<file path="src/rtl/reg16_uart_pkg.sv">
// reg16_uart_pkg
// Shared definitions for the 16-bit register UART readback path.
//   uart_state_t   : transmitter FSM states (IDLE, START, DATA, STOP)
//   UART_DATA_BITS : data bits per 8N1 character
//   BYTES_PER_WORD : characters sent per 16-bit register snapshot
//   select_byte()  : picks the byte that goes out for a given byte slot
package reg16_uart_pkg;

  typedef enum logic [1:0] {
    IDLE  = 2'd0,
    START = 2'd1,
    DATA  = 2'd2,
    STOP  = 2'd3
  } uart_state_t;

  localparam int UART_DATA_BITS = 8;
  localparam int BYTES_PER_WORD = 2;

  // byte_idx is the slot in transmission order (0 = first byte on the wire).
  // With hi_first clear the low byte leads; with it set the high byte leads.
  function automatic logic [7:0] select_byte(input logic [15:0] word,
                                             input logic        byte_idx,
                                             input logic        hi_first);
    if (byte_idx ^ hi_first)
      return word[15:8];
    else
      return word[7:0];
  endfunction

endpackage

</file>
<file path="src/rtl/reg16_uart_reader_baud.sv">
// uart_baud_tick
// Bit-period timer. Counts 0..CLKS_PER_BIT-1 and wraps; tick is high during
// the last count of each bit period, so a state change clocked on tick lands
// exactly on the bit boundary.
//   clk   : system clock
//   reset : asynchronous, active-high
//   clear : restart the bit period from count 0 on the next edge
//   tick  : one-cycle pulse in the final cycle of each bit period
module uart_baud_tick #(
  parameter int CLKS_PER_BIT = 868
) (
  input  logic clk,
  input  logic reset,
  input  logic clear,
  output logic tick
);

  localparam int CNT_W = (CLKS_PER_BIT > 1) ? $clog2(CLKS_PER_BIT) : 1;
  localparam logic [CNT_W-1:0] LAST = CNT_W'(CLKS_PER_BIT - 1);

  logic [CNT_W-1:0] count_reg;

  always_ff @(posedge clk or posedge reset) begin
    if (reset)
      count_reg <= '0;
    else if (clear || (count_reg == LAST))
      count_reg <= '0;
    else
      count_reg <= count_reg + CNT_W'(1);
  end

  assign tick = (count_reg == LAST);

endmodule

</file>
<file path="src/rtl/reg16_uart_reader.sv">
// reg16_uart_reader
// Debug readback transmitter: a start pulse snapshots a 16-bit register value
// and sends it out txd as two back-to-back 8N1 characters.
//   clk     : system clock, all state on posedge
//   reset   : asynchronous, active-high
//   start   : request pulse, honoured only while idle
//   regData : register value, captured on the accepting edge
//   busy    : high from the cycle after acceptance until the frame ends
//   done    : one-cycle pulse after the final stop bit
//   txd     : serial output, idle high
module reg16_uart_reader
  import reg16_uart_pkg::*;
#(
  parameter int CLKS_PER_BIT = 868,
  parameter int HI_FIRST     = 0
) (
  input  logic        clk,
  input  logic        reset,
  input  logic        start,
  input  logic [15:0] regData,
  output logic        busy,
  output logic        done,
  output logic        txd
);

  localparam int BIT_IDX_W  = $clog2(UART_DATA_BITS);
  localparam int BYTE_IDX_W = (BYTES_PER_WORD > 1) ? $clog2(BYTES_PER_WORD) : 1;
  localparam logic [BIT_IDX_W-1:0]  LAST_BIT  = BIT_IDX_W'(UART_DATA_BITS - 1);
  localparam logic [BYTE_IDX_W-1:0] LAST_BYTE = BYTE_IDX_W'(BYTES_PER_WORD - 1);
  localparam logic HI_FIRST_BIT = (HI_FIRST != 0);

  uart_state_t           state_reg, state_next;
  logic [15:0]           shadow_reg, shadow_next;
  logic [BIT_IDX_W-1:0]  bit_reg, bit_next;
  logic [BYTE_IDX_W-1:0] byte_reg, byte_next;
  logic                  txd_reg, txd_next;
  logic                  busy_reg, busy_next;
  logic                  done_reg, done_next;

  logic                  baud_clear;
  logic                  baud_tick;
  logic [7:0]            cur_byte;
  logic [BIT_IDX_W-1:0]  bit_inc;

  uart_baud_tick #(
    .CLKS_PER_BIT(CLKS_PER_BIT)
  ) u_baud (
    .clk   (clk),
    .reset (reset),
    .clear (baud_clear),
    .tick  (baud_tick)
  );

  assign cur_byte = select_byte(shadow_reg, byte_reg[0], HI_FIRST_BIT);
  assign bit_inc  = bit_reg + BIT_IDX_W'(1);

  always_ff @(posedge clk or posedge reset) begin
    if (reset) begin
      state_reg  <= IDLE;
      shadow_reg <= '0;
      bit_reg    <= '0;
      byte_reg   <= '0;
      txd_reg    <= 1'b1;
      busy_reg   <= 1'b0;
      done_reg   <= 1'b0;
    end else begin
      state_reg  <= state_next;
      shadow_reg <= shadow_next;
      bit_reg    <= bit_next;
      byte_reg   <= byte_next;
      txd_reg    <= txd_next;
      busy_reg   <= busy_next;
      done_reg   <= done_next;
    end
  end

  // txd_next carries the level of the bit that starts on the coming edge,
  // so txd itself is a plain flop output with no decode glitches.
  always_comb begin
    state_next  = state_reg;
    shadow_next = shadow_reg;
    bit_next    = bit_reg;
    byte_next   = byte_reg;
    txd_next    = txd_reg;
    busy_next   = busy_reg;
    done_next   = 1'b0;
    baud_clear  = 1'b0;

    case (state_reg)
      IDLE: begin
        txd_next = 1'b1;
        if (start) begin
          shadow_next = regData;
          bit_next    = '0;
          byte_next   = '0;
          baud_clear  = 1'b1;
          txd_next    = 1'b0;
          busy_next   = 1'b1;
          state_next  = START;
        end
      end

      START: begin
        if (baud_tick) begin
          bit_next   = '0;
          txd_next   = cur_byte[0];
          state_next = DATA;
        end
      end

      DATA: begin
        if (baud_tick) begin
          if (bit_reg == LAST_BIT) begin
            txd_next   = 1'b1;
            state_next = STOP;
          end else begin
            bit_next = bit_inc;
            txd_next = cur_byte[bit_inc];
          end
        end
      end

      STOP: begin
        if (baud_tick) begin
          if (byte_reg == LAST_BYTE) begin
            busy_next  = 1'b0;
            done_next  = 1'b1;
            state_next = IDLE;
          end else begin
            // Next character starts immediately, no idle gap.
            byte_next  = byte_reg + BYTE_IDX_W'(1);
            txd_next   = 1'b0;
            state_next = START;
          end
        end
      end

      default: begin
        state_next = IDLE;
      end
    endcase
  end

  assign txd  = txd_reg;
  assign busy = busy_reg;
  assign done = done_reg;

endmodule

</file>
<file path="config.mk">
export PLATFORM = sky130hd
export DESIGN_NAME = reg16_uart_reader
export DESIGN_NICKNAME = d
export VERILOG_FILES = /design/src/rtl/reg16_uart_pkg.sv /design/src/rtl/reg16_uart_reader_baud.sv /design/src/rtl/reg16_uart_reader.sv
export SDC_FILE = /design/constraint.sdc
export NUM_CORES = 1
export LEC_CHECK = 0
export BUFFER_PORTS_ARGS = -buffer_cell sky130_fd_sc_hd__buf_2
export CAP_MARGIN = 25
export CELL_PAD_IN_SITES_DETAIL_PLACEMENT = 0
export CELL_PAD_IN_SITES_GLOBAL_PLACEMENT = 1
export CORE_MARGIN = 2
export CORE_UTILIZATION = 49
export CTS_CLUSTER_DIAMETER = 120
export DETAILED_ROUTE_END_ITERATION = 7
export PLACE_DENSITY_LB_ADDON = 0.1
export SYNTH_ARGS = -nofsm -noshare
export SYNTH_HDL_FRONTEND = slang
export SYNTH_SLANG_ARGS = --single-unit
</file>
<file path="constraint.sdc">
create_clock -name clk -period 3.1 [get_ports clk]
set_input_delay 0.93 -clock clk [delete_from_list [all_inputs] [get_ports clk]]
set_output_delay 0.93 -clock clk [all_outputs]
set_load 0.005 [all_outputs]
</file>
==> impl_metrics.ini, run 1 <==
[route]
ant_nets = 0
vias_per_cell = 5.32
avgRoutedWirePerCell_um = 13.7
drtIter0Drc = 53
drt_drc_violations_left = 0
routed-via-count = 1149
dr.pass1.iters = 4
wl_um = 2970

[power]
comb_power_share_pct = 38.7
p_seq_share_pct = 47.1
ir_drop_mv = 0.389
power_density_nw_per_um2 = 824
p_int_mw = 1.07
sw_frac_of_total_pct = 33.1
p_clk_share_pct = 14.2
p_sw_mw = 0.526
p_total_mw = 1.59
p_leak_nw = 0.870

[worst_setup_path]
worst-setup-path-type = reg -> reg
crit_fanout = 9
worst_setup_path_start_kind = flip-flop
r2r_start = u_baud.count_reg[4]
crit_arrival_ns = 2.42
startpoint = u_baud.count_reg[4]
endpoint_kind = flip-flop
r2r_slack_ns = 0.91
required_ns = 3.33

[sta]
min_period_over_period_pct = 70.5
fmax_mhz = 457
relSlewSlack_pct = 47.2
worst-slew-pin-transition_ns = 0.790
min_period_ns = 2.19
fin_ws_ns = 0.914
setup-tns-final_ns = 0
finalHoldViolCount = 0
maxSlewViolCount = 0
setup_viol = 0
final.setup_skew_ns = 0.0184
rsz0062_at_grt = false
hold_slack_ns = 0.496

[floorplanning]
dieWidth_um = 63.5
row_count = 21
ios = 22
initial_core_util_pct = 51.6
die_h_um = 63.5
dieArea_um2 = 4030
fp.coreArea_um2 = 3360

[worst_hold_path]
hold_class = reg -> reg
hp-start = u_baud.count_reg[0]

[layout]
fin_util_pct = 57.4
n_fill_cell = 319
diodes = 0
largest_register_ffs = 16
multi_input_area_um2 = 806
final_nets = 195
drive_gt1_share_pct = 32.9
regArea_um2 = 877
final_common_cell = dfrtp_1
fin_cells = 216
mostFrequentLayoutCells = dfrtp_1 (34), buf_2 (21), mux2_2 (18)
area_growth_pct = 11.3
final_area_um2 = 1930

[place]
place_congestion = 0.822
placement.io_buffers = 21
dp.cells = 208
dp_slack_ns = 0.791
placed_cell_area_um2 = 1880
dp_hpwl_um = 2240

[global_route]
grt_start_max_net_pins = 23
gr-total-overflow = 0
grt_antenna_before_repair = 0
gr-usage-all-layers_pct = 17.0
grt_pass1_wl_um = 5260
grt_pass1_vias = 1151

[clock_network]
clock_path_buffers = 2
cts_setup_buffers = 0
cts-root-buf = clkbuf_4
cts_max_level = 2
cts_buffers = 5
cts_sinks = 35
cts_resized = 0
clk_latency_ns = 0.34
clkTransAtPathRegs_ns = 0.11
cts_hold_buf = 0
cts_tree = yes

[synthesis]
synth-seq-cells = 35
async_flop_share_pct = 100
yosysUniqueCellTypes = 38
synth_nets = 170
synth_seq_area_share_pct = 50.5
syn_inst = 144
synth_ff_type = dfrtp_1
yosysWarnings = 0
syn_avg_cell_area_um2 = 12.1
synth_edf_count = 0
synth_area_um2 = 1740

[outcome]
outcome = finished clean

[job]
max_cap_viol_count = 0
## area by class of cell
type	count	area share [%]
sequential	35	45.4
multi-input combinational	97	41.7
timing repair buffer	22	5.83
tap	46	2.98
clock buffer	8	2.53
inverter	8	1.55
## per-layer routing
| layer | track usage [%] | part of all wire, % | vias to the layer above |
|---|---|---|---|
| met5 | 0 | 0 | - |
| met2 | 26.4 | 47 | 32 |
| met3 | 5.00 | 4.5 | 10 |
| li1 | - | - | 560 |
| met4 | 6.52 | 2.6 | 0 |
| met1 | 22.5 | 46 | 547 |
## cells by family after synthesis
kind of cell               count (synthesis)  synth area share, %
AOI/OAI and AO/OA                         22                 8.36
xor gates and xnor gates                   8                 4.04
adders and majority gates                  7                 5.05
buffers and inverters                     12                 3.03
DFF                                       35                 50.5
muxes                                     24                 18.1
and+or+nand+nor                           36                 10.9
## cell usage after synthesis, types with 2 or more instances
cell type	count	share of area, %
ha_1	7	5.0
dfrtp_1	34	49
nor2_1	13	2.8
and3_1	2	0.72
inv_1	8	1.7
o211ai_1	2	0.86
xor2_1	2	1.0
mux2_2	18	12
o21ai_0	7	2.0
clkbuf_1	2	0.43
xnor2_1	6	3.0
nand2_1	6	1.3
a22o_1	2	1.0
nand3_1	4	1.2
mux4_2	4	5.2
a21oi_1	4	1.2
or2_2	2	0.72
## critical path, stage by stage (launching register included)
cell and delay [ns]:
dfrtp_1 0.42, or3_1 0.36, or4_1 0.59, nor2_1 0.24, o22ai_1 0.13, mux2_1 0.33
## path summary, 6_finish.rpt
path,endpoint,cells past startpoint
max in group asynchronous,txd,3
hold / removal,u_baud.count_reg[0],1
setup reg to reg,state_reg[1],5
min in group asynchronous,u_baud.count_reg[1],2
hold reg to reg,u_baud.count_reg[0],1
setup / recovery,state_reg[1],5
## power by group through the flow
stage / clock [mW] / sequential [mW] / combinational [mW]
2_1_floorplan: 0 / 0.718 / 0.510
3_3_place_gp: 0 / 0.747 / 0.601
3_5_place_dp: 0 / 0.760 / 0.611
4_1_cts: 0.236 / 0.749 / 0.619
5_1_grt: 0.261 / 0.775 / 0.692
6_report: 0.226 / 0.750 / 0.616
Power figures use the tool's default switching activity.
==> run 2, diff against run 1 <==
--- a/config.mk
+++ b/config.mk
@@ -10,7 +10,7 @@
 export CELL_PAD_IN_SITES_DETAIL_PLACEMENT = 0
 export CELL_PAD_IN_SITES_GLOBAL_PLACEMENT = 1
 export CORE_MARGIN = 2
-export CORE_UTILIZATION = 49
+export CORE_UTILIZATION = 41
 export CTS_CLUSTER_DIAMETER = 120
 export DETAILED_ROUTE_END_ITERATION = 7
 export PLACE_DENSITY_LB_ADDON = 0.1
==> constraint.sdc (replaced) <==
create_clock -name clk -period 1.8 [get_ports clk]
set_input_delay 0.54 -clock clk [delete_from_list [all_inputs] [get_ports clk]]
set_output_delay 0.54 -clock clk [all_outputs]
set_load 0.005 [all_outputs]
==> run 2 against run 1 <==
Effect of this change:
- the run now ends with setup timing left
- combinational power rose by 130%
- global-route usage fell by 0.82 points
- routed wire length rose by 16%
- total power rose by 110%
- core utilization fell by 1.3 points
- critical endpoint is now bit_reg[0]
- largest cell class unchanged
- largest power group is now combinational logic
- critical path depth did not move
- die area rose by 18%
- sequential power rose by 68%
- clock skew fell by 0.012 ns
- maximum frequency rose by 12%
==> impl_metrics.ini, run 2 (synthesized netlist as in run 1, its figures left out) <==
[worst_setup_path]
max_stage_delay_ns = 0.48
path_cells = or3_1 -> or4_4 -> or2_4 -> nor3b_4 -> mux2_2
worst_path_max_delay_cell = or4_4
endpoint_kind = flip-flop
crit_arrival_ns = 2.18
crit_fanout = 6
required_ns = 2.02
startpoint = u_baud.count_reg[4]
worst_setup_path_start_kind = flip-flop
path_depth = 5
r2r_start = u_baud.count_reg[4]
worst-setup-path-type = reg -> reg
critical_path_buf_inv_count = 0
r2r_cells = 5
cp_top_family = simple AND/OR/NAND/NOR gates

[sta]
min_period_ns = 1.96
min_period_over_period_pct = 109
finalHoldViolCount = 0
relSlewSlack_pct = 69.8
setup_viol = 8
setup-tns-final_ns = -0.946
final.setup_skew_ns = 0.00620
worst-slew-pin-transition_ns = 0.452
maxSlewViolCount = 0
fmax_mhz = 511
rsz0062_at_grt = true
fin_ws_ns = -0.155

[place]
place_congestion = 0.800
dp_hpwl_um = 2540
placement.io_buffers = 21
dp.cells = 239
dp_slack_ns = -0.244

[power]
p_int_mw = 2.35
power_density_nw_per_um2 = 1500
p_sw_mw = 1.04
p_clk_share_pct = 21.3
ir_drop_mv = 0.546
p_total_mw = 3.39
p_seq_share_pct = 37.0
sw_frac_of_total_pct = 30.7
p_leak_nw = 1.06
comb_power_share_pct = 41.6

[clock_network]
clock_path_buffers = 2
clk_latency_ns = 0.28
cts-root-buf = clkbuf_8
clkTransAtPathRegs_ns = 0.07
cts_max_level = 2
cts_sinks = 35
cts_buffers = 5
cts_tree = yes

[layout]
drive_gt1_share_pct = 47.7
fin_cells = 249
diodes = 0
final_common_cell = dfrtp_1
final_nets = 224
largest_register_ffs = 16
fin_util_pct = 56.2
n_fill_cell = 364
mostFrequentLayoutCells = dfrtp_1 (33), buf_4 (29), buf_2 (21)
area_growth_pct = 30.4

[global_route]
grt_antenna_before_repair = 0
grt_start_max_net_pins = 36
gr-usage-all-layers_pct = 16.2
grt_pass1_wl_um = 6130
grt_pass1_vias = 1343
gr-total-overflow = 0

[outcome]
violations = setup timing
outcome = complete, but fails checks

[floorplanning]
fp.coreArea_um2 = 4030
ios = 22
dieWidth_um = 69.1
row_count = 23
initial_core_util_pct = 43.1
die_h_um = 69.1
dieArea_um2 = 4770

[route]
routed-via-count = 1277
dr.pass1.iters = 4
avgRoutedWirePerCell_um = 13.8
drt_drc_violations_left = 0
vias_per_cell = 5.13
drtIter0Drc = 95
wl_um = 3440
ant_nets = 0

[job]
max_cap_viol_count = 0

[worst_hold_path]
hold_class = in -> async
-- run 2: final cells by class --
cell class,count,area (µm²),area share [%]
Sequential cell,35,878,38.8
Clock buffer,6,82.6,3.65
Tap cell,50,62.6,2.76
Clock inverter,2,35.0,1.55
Multi-Input combinational cell,97,841,37.1
Timing Repair Buffer,51,334,14.8
Inverter,8,30.0,1.33
-- run 2: power by group through the flow --
stage | Sequential, mW | Clock (mW) | Combinational, mW
detailed placement | 1.27 | 0 | 1.36
CTS | 1.26 | 0.745 | 1.39
global placement | 1.25 | 0 | 1.34
floorplan | 1.24 | 0 | 0.901
finish | 1.26 | 0.723 | 1.41
global route | 1.30 | 0.783 | 1.56
-- run 2: per-layer routing --
metal / wire, µm / global-route usage [%]
met1: 1520 / 19.7
met2: 1720 / 27.6
met3: 134 / 3.36
met4: 60 / 7.19
met5: 0 / 0
-- run 2: path summary, 6_finish.rpt --
kind / to / slack (ns)
hold / removal: u_baud.count_reg[5] / 0.34
setup reg to reg: bit_reg[0] / -0.16
setup / recovery: bit_reg[0] / -0.16
max in group asynchronous: txd / 1.10
hold reg to reg: shadow_reg[15] / 0.50
min in group clk: shadow_reg[15] / 0.49
-- run 2: timing repair --
| item | 4_1_cts | 5_1_grt |
|---|---|---|
| resized for setup | 3 | 9 |
| endpoints found under the setup margin | 16 | 15 |
| hold buffers | 0 | 0 |
| pin swaps | 0 | 1 |
| setup buffers | 0 | 2 |
-- run 2: worst register-to-register path, stage by stage (launching register included) --
cell and delay [ns]:
dfrtp_1 0.38, or3_1 0.37, or4_4 0.48, or2_4 0.27
nor3b_4 0.22, mux2_2 0.18
-- run 2: metrics by stage --
stage / instance area, µm² / hold slack (ns)
6_report: 2260 / 0.341
5_1_grt: 2260 / 0.373
4_1_cts: 2220 / 0.361
3_5_place_dp: 2100 / 0.490
3_3_place_gp: 2100 / 0.482
2_1_floorplan: 1740 / 0.455
